$ cat config.mk
export PLATFORM = sky130hd
export DESIGN_NAME = settle_timer
export DESIGN_NICKNAME = d
export VERILOG_FILES = /design/src/rtl/boolean_pkg.sv /design/src/rtl/boolean_resp_checker_settle_timer.sv
export SDC_FILE = /design/constraint.sdc
export NUM_CORES = 1
export LEC_CHECK = 0
export ABC_AREA = 1
export BUFFER_PORTS_ARGS = -buffer_cell sky130_fd_sc_hd__buf_2
export CAP_MARGIN = 20
export CORE_UTILIZATION = 45
export DETAILED_ROUTE_END_ITERATION = 10
export GPL_TIMING_DRIVEN = 0
export HOLD_SLACK_MARGIN = 0.03
export PLACE_DENSITY = 0.68
export SLEW_MARGIN = 0
export SYNTH_ARGS = -nofsm -noshare
export SYNTH_HDL_FRONTEND = slang
export SYNTH_SLANG_ARGS = --single-unit
$ cat constraint.sdc
create_clock -name clk -period 3.88 [get_ports clk]
set_input_delay 0.388 -clock clk [delete_from_list [all_inputs] [get_ports clk]]
set_output_delay 0.388 -clock clk [all_outputs]
set_load 0.01 [all_outputs]
$ cat src/rtl/boolean_pkg.sv
// Shared constants and state encoding for the boolean response checker.
package boolean_pkg;

   localparam int unsigned N_IN_DEF = 3;
   localparam int unsigned N_VEC    = 2 ** N_IN_DEF;
   localparam int unsigned CNT_W    = 8;

   // Golden truth tables; bit i is the expected output for vector i.
   localparam logic [N_VEC-1:0] MAJ3 = 8'hE8;
   localparam logic [N_VEC-1:0] XOR3 = 8'h96;

   // Sweep FSM encoding.
   localparam logic [1:0] ST_IDLE   = 2'd0;
   localparam logic [1:0] ST_SETTLE = 2'd1;
   localparam logic [1:0] ST_SAMPLE = 2'd2;
   localparam logic [1:0] ST_DONE   = 2'd3;

endpackage

$ cat src/rtl/boolean_resp_checker_settle_timer.sv
// Loadable down-counter with a zero flag, used to hold each vector stable.
module settle_timer
   import boolean_pkg::*;
#(
   parameter int unsigned W = CNT_W
) (
   input  logic         clk,
   input  logic         rst_n,
   input  logic         load,
   input  logic [W-1:0] load_val,
   input  logic         dec,
   output logic         zero_c
);
   logic [W-1:0] cnt_q;

   // Load has priority; decrement stops at zero.
   always_ff @(posedge clk or negedge rst_n) begin
      if (!rst_n)
         cnt_q <= '0;
      else if (load)
         cnt_q <= load_val;
      else if (dec && (cnt_q != '0))
         cnt_q <= cnt_q - W'(1);
   end

   assign zero_c = (cnt_q == '0);
endmodule

==> impl_metrics.ini, run 1 <==
[run_status]
outcome = finished clean

[floorplan]
rows = 12
fp.dieW_um = 38.4
die_area_um2 = 1480
die_y_um = 38.4
placeableCoreArea_um2 = 1170
num_io_pins = 13
start_util_pct = 51.0

[setup_path]
cp-start-kind = flip-flop
worstPathRequired_ps = 3490
end_kind = primary output
path_max_fanout = 7
crit_type = reg2out
cp.arrival_ps = 1410
rrSetupSlack_ps = 2410

[final_layout]
largestRegisters = cnt_q (8)
antenna_cells = 0
final_cells = 123
regArea_um2 = 200
syn_to_final_growth_pct = 18.4
drive_gt1_share_pct = 18.3
n_fill_cell = 118
multi_input_area_um2 = 350
nNetsFinal = 125
regMostFlops = cnt_q
final_area_um2 = 707
largest_reg_flops = 8

[global_routing]
grt_pass1_wl_um = 2360
grt_overflow = 0
grt_max_degree = 11
grt_pass1_vias = 554
grt_usage_pct = 24.1
antenna_found_initial = 0

[detailed_routing]
wl_per_cell_um = 11.5
drt_iter0_markers = 16
first_pass_iters = 4
drt-total-wl_um = 1410
vias = 613
vias_per_cell = 4.98
drc = 0
ant_nets = 0

[synthesis]
synthDistinctLibCells = 16
synth-seq-cells = 8
syn_area_per_cell_um2 = 6.42
synth-seq-area-share_pct = 33.5
syn-cell-area_um2 = 597
synth_top_area_share_pct = 33.5
yosys.area.top_type = dfrtp_1
syn_nets = 107
netlist_instances = 93
synth_warnings = 0
netlist_top_cells_area = dfrtp_1, nand2_1, nand3_1, inv_1, nor2_1

[clock_tree]
path_clk_slew_ps = 70
post_cts_resized = 0
cts_tree = built
clk-insertion-delay-late_ps = 260
h-tree-depth = 1
cts.path.max_buffers = 2
cts.sinks = 8
numCtsBuffers = 3
clockRootBuffer = clkbuf_4

[timing]
relSlewSlack_pct = 73.0
fmax_ghz = 0.557
hold_viol = 0
finalClockSkew_ps = 11.9
worst_pin_slew_ps = 405
finalCritPeriodShare_pct = 46.2
tns_ps = 0
holdWs_ps = 335
rsz0062_at_grt = no
setup_ws_ps = 2090
final_max_slew_viol_count = 0
setup_viol = 0
finalCriticalPeriod_ps = 1790

[placement]
numPortBuffers = 12
dp.cells = 119
placed_cell_area_um2 = 674
place_ws_ps = 2380
gp_congestion = 0.750
post-dp-hpwl_um = 1050

[hold_path]
hp-class = in2reg

[power]
total_leakage_power_nw = 0.392
powerDensity_nw_per_um2 = 387
irDropWorstVdd_mv = 0.235

[job]
max_cap_viol_count = 0
-- layout by cell type (no fill, tap or decap) --
cell           netlist  layout
nand2_1             36      36
nand3_1             13      13
buf_2                0      12
inv_1               10      10
nor2_1               9       9
dfrtp_1              8       8
o21ai_0              4       4
clkbuf_4             0       3
o21ai_1              2       2
nand4_1              2       2
ha_1                 2       2
nor2_2               1       1
nand2_2              1       1
o21ai_4              1       1
nand2_4              1       1
clkbuf_1             1       1
clkinv_2             1       1
xnor2_1              1       1
dlygate4sd3_1        0       1
-- metal layers --
layer | track usage (%) | wire length [µm] | up-vias
li1 | - | - | 328
met5 | 0 | 0 | -
met4 | 10.3 | 8 | 0
met1 | 29.1 | 652 | 273
met3 | 5.23 | 37 | 2
met2 | 40.7 | 711 | 10
-- final cells by class --
class,instances,share of cell area (%)
multi-input combinational,73,49.6
sequential,8,28.3
inverter,11,6.02
tap,14,2.48
clock buffer,3,3.19
timing repair buffer,13,9.91
buffer,1,0.531
-- through the flow --
step                      utilization, %  power, W
final                               60.4  0.000274
after global routing                60.4  0.000295
after CTS                           60.4  0.000273
after detailed placement            57.6  0.000203
after global placement              57.6  0.000199
after floorplan                        -  0.000178
-- synthesized netlist by cell type, drive strengths merged --
| cell | number |
|---|---|
| xnor2 | 1 |
| o21ai | 7 |
| nand3 | 13 |
| clkbuf | 1 |
| nand2 | 38 |
| ha | 2 |
| nor2 | 10 |
| nand4 | 2 |
| inv | 10 |
| dfrtp | 8 |
| clkinv | 1 |
-- what timing repair did --
action | 4_1_cts | 5_1_grt
buffers inserted | 0 | 0
hold buffers | 1 | 0
endpoints found under the hold margin | 8 | 0
-- worst max-delay path, stage by stage, from the launching register on --
cell     delay, ps
dfrtp_1        370
inv_1          170
ha_1           180
nand2_1        120
nor2_1         150
buf_2          140
-- worst paths after layout --
path	depth (start not counted)	to	from
setup / recovery	5	zero_c	cnt_q[0]
hold / removal	3	cnt_q[6]	load_val[6]
setup reg to reg	7	cnt_q[2]	cnt_q[0]
hold reg to reg	3	cnt_q[0]	cnt_q[0]
max in group asynchronous	2	cnt_q[4]	rst_n
min in group asynchronous	2	cnt_q[0]	rst_n
-- cell families after synthesis --
family	share of synthesized area [%]
AND/OR/NAND/NOR	45.3
buffers and inverters	7.76
flip-flops	33.5
AO/OA/AOI/OAI	7.76
adder cells (fa/ha/maj)	4.19
XOR/XNOR	1.47
-- power breakdown --
group          internal [W]  total (W)  switching [W]  leakage [nW]
clock network     0.0000356  0.0000683      0.0000327        0.0138
registers         0.0000967   0.000113      0.0000160        0.0977
logic             0.0000342  0.0000926      0.0000584         0.281
total              0.000167   0.000274       0.000107         0.392
Note: power is estimated with default switching activity, not from simulation.
==> inputs of run 2 (changes only) <==
--- a/config.mk
+++ b/config.mk
@@ -5,14 +5,15 @@
 export SDC_FILE = /design/constraint.sdc
 export NUM_CORES = 1
 export LEC_CHECK = 0
-export ABC_AREA = 1
+export ABC_AREA = 0
 export BUFFER_PORTS_ARGS = -buffer_cell sky130_fd_sc_hd__buf_2
 export CAP_MARGIN = 20
-export CORE_UTILIZATION = 45
+export CORE_AREA = 2 2 39 41
 export DETAILED_ROUTE_END_ITERATION = 10
+export DIE_AREA = 0 0 41 43
 export GPL_TIMING_DRIVEN = 0
 export HOLD_SLACK_MARGIN = 0.03
-export PLACE_DENSITY = 0.68
+export PLACE_DENSITY = 0.62
 export SLEW_MARGIN = 0
 export SYNTH_ARGS = -nofsm -noshare
 export SYNTH_HDL_FRONTEND = slang
==> constraint.sdc (replaced) <==
create_clock -name clk -period 1.7 [get_ports clk]
set_input_delay 0.17 -clock clk [delete_from_list [all_inputs] [get_ports clk]]
set_output_delay 0.17 -clock clk [all_outputs]
set_load 0.01 [all_outputs]
==> run 2 against run 1 <==
  * The flow now finishes with violations (negative setup slack)
  * Setup slack worse by 2100 ps
  * Worst hold slack worse by 200 ps
  * Wire length shrank 2.1%
  * Synthesized cell count is 38% lower
  * Sequential share of layout area decreased by 1.7 points
  * Non-clock buffer count is 7 higher
  * Clock power rose by 110%
  * Critical path type is now reg2reg
  * Critical endpoint is now cnt_q[6]
==> impl_metrics.ini, run 2 <==
[setup_path]
cp.arrival_ps = 1920
worstPathRequired_ps = 1880
crit_type = reg2reg
path_max_fanout = 6
r2r_start = cnt_q[3]
cp-start-kind = flip-flop
critical_path.startpoint = cnt_q[3]
end_kind = flip-flop

[placement]
gp_congestion = 0.827
numPortBuffers = 12
place_ws_ps = -90.6
post-dp-hpwl_um = 908

[synthesis]
yosys.area.top_type = dfrtp_1
syn_area_per_cell_um2 = 9.10
yosys-top-cells-count = dfrtp_1, nor2_1
synth_mux_area_share_pct = 0
synth_top_family_by_area = simple AND/OR/NAND/NOR gates
netlist_top_cells_area = dfrtp_1, ha_1, nor3b_1, or4_1, a221o_1
netlist_instances = 58
synthDistinctLibCells = 31
synthArstFlopShare_pct = 100
synth_top_area_share_pct = 37.9
synth-seq-area-share_pct = 37.9
ys.flop_type = dfrtp_1
yosysMostFrequentCell = dfrtp_1
synth-edff-count = 0
syn-cell-area_um2 = 528
synthAdderAreaFrac_pct = 4.74
synth_compound_area_share_pct = 26.1
synth_warnings = 0
synth-seq-cells = 8
synthXorXnorAreaFrac_pct = 0
syn_nets = 72
synthSimpleGateAreaFrac_pct = 27.5

[detailed_routing]
drt-total-wl_um = 1380
vias_per_cell = 5.88
vias = 564
drt_iter0_markers = 9
wl_per_cell_um = 14.4
drc = 0
first_pass_iters = 4
ant_nets = 0

[timing]
finalClockSkew_ps = 7.16
fmax_ghz = 0.575
worst_pin_slew_ps = 666
setup_ws_ps = -39.6
rsz0062_at_grt = yes
finalCriticalPeriod_ps = 1740
final_max_slew_viol_count = 0
hold_viol = 0
tns_ps = -39.6
setup_viol = 1
finalCritPeriodShare_pct = 102
relSlewSlack_pct = 55.2

[final_layout]
antenna_cells = 0
drive_gt1_share_pct = 42.5
layout_common_cells = buf_2, dfrtp_1, buf_4
nNetsFinal = 96
largest_reg_flops = 8
syn_to_final_growth_pct = 42.7
largestRegisters = cnt_q (8)
postLayoutCoreUtil_pct = 54.4
regMostFlops = cnt_q
final_common_cell = buf_2

[clock_tree]
cts_tree = built
path_clk_slew_ps = 60
clk-insertion-delay-late_ps = 250
cts.path.max_buffers = 2
cts.sinks = 8
h-tree-depth = 1
clockRootBuffer = clkbuf_4
numCtsBuffers = 3

[global_routing]
grt_pass1_wl_um = 2160
grt_overflow = 0
grt_usage_pct = 18.5
antenna_found_initial = 0
grt_max_degree = 11
grt_pass1_vias = 498

[floorplan]
die_area_um2 = 1760
placeableCoreArea_um2 = 1380
die_y_um = 43
fp.dieW_um = 41
num_io_pins = 13
start_util_pct = 38.2
rows = 14

[power]
irDropWorstVdd_mv = 0.604
powerDensity_nw_per_um2 = 721
total_leakage_power_nw = 0.305

[hold_path]
min_from = load_val[3]
hp-class = in2reg

[job]
max_cap_viol_count = 0

[run_status]
outcome = complete, but fails checks
failed_checks = negative setup slack
## run 2: final cells by class
cell class / count / area [µm²]
fill: 132 / 631
multi-input combinational: 45 / 367
sequential: 8 / 200
timing repair buffer: 20 / 129
clock buffer: 3 / 22.5
tap: 16 / 20.0
inverter: 3 / 11.3
buffer: 1 / 3.75
## run 2: report_power, final
| group | internal, W | leakage, nW | switching, W |
|---|---|---|---|
| clock network | 0.0000808 | 0.0138 | 0.0000645 |
| logic | 0.0000844 | 0.197 | 0.0000790 |
| registers | 0.000212 | 0.0942 | 0.0000226 |
| total | 0.000377 | 0.305 | 0.000166 |
## run 2: path summary, 6_finish.rpt
check                            to  slack, ps  cells after the start
hold reg to reg            cnt_q[0]        620                      3
min in group asynchronous  cnt_q[7]        280                      2
setup / recovery           cnt_q[6]        -40                      3
max in group asynchronous  cnt_q[2]       1240                      2
setup reg to reg           cnt_q[6]        -40                      3
hold / removal             cnt_q[3]        130                      3
## run 2: repair_timing
action / in CTS / in global routing
hold endpoints to repair: 8 / 0
endpoints found under the setup margin: 4 / 4
pin swaps: 0 / 1
hold buffers: 1 / 0
gates resized for setup: 6 / 9
buffers inserted: 5 / 2
## run 2: worst max-delay path, stage by stage (launching register included)
cell and delay, ps:
dfrtp_1 380, or4_4 590, or4_4 510, a31oi_4 180
## run 2: metal layers
metal	track usage (%)	part of all wire, %
met1	22.2	44
met5	0	0
met2	28.4	47
met4	4.00	0
met3	9.42	8.3
## run 2: stage by stage
stage / instance area (µm²) / hold slack (ps) / total power [W] / std cells
finish: 753 / 132 / 0.000543 / 96
global route: 753 / 131 / 0.000588 / 96
CTS: 702 / 125 / 0.000524 / 95
detailed placement: 614 / 26.9 / 0.000350 / 86
global placement: 614 / 29.4 / 0.000345 / 86
floorplan: 534 / -126 / 0.000309 / 58
## run 2: cell families (layout without fill, tap and decap cells)
kind of cell / after synthesis / after routing
buffers and inverters: 5 / 27
flip-flops: 8 / 8
AND/OR/NAND/NOR: 25 / 25
AO/OA/AOI/OAI: 18 / 18
adder cells (fa/ha/maj): 2 / 2
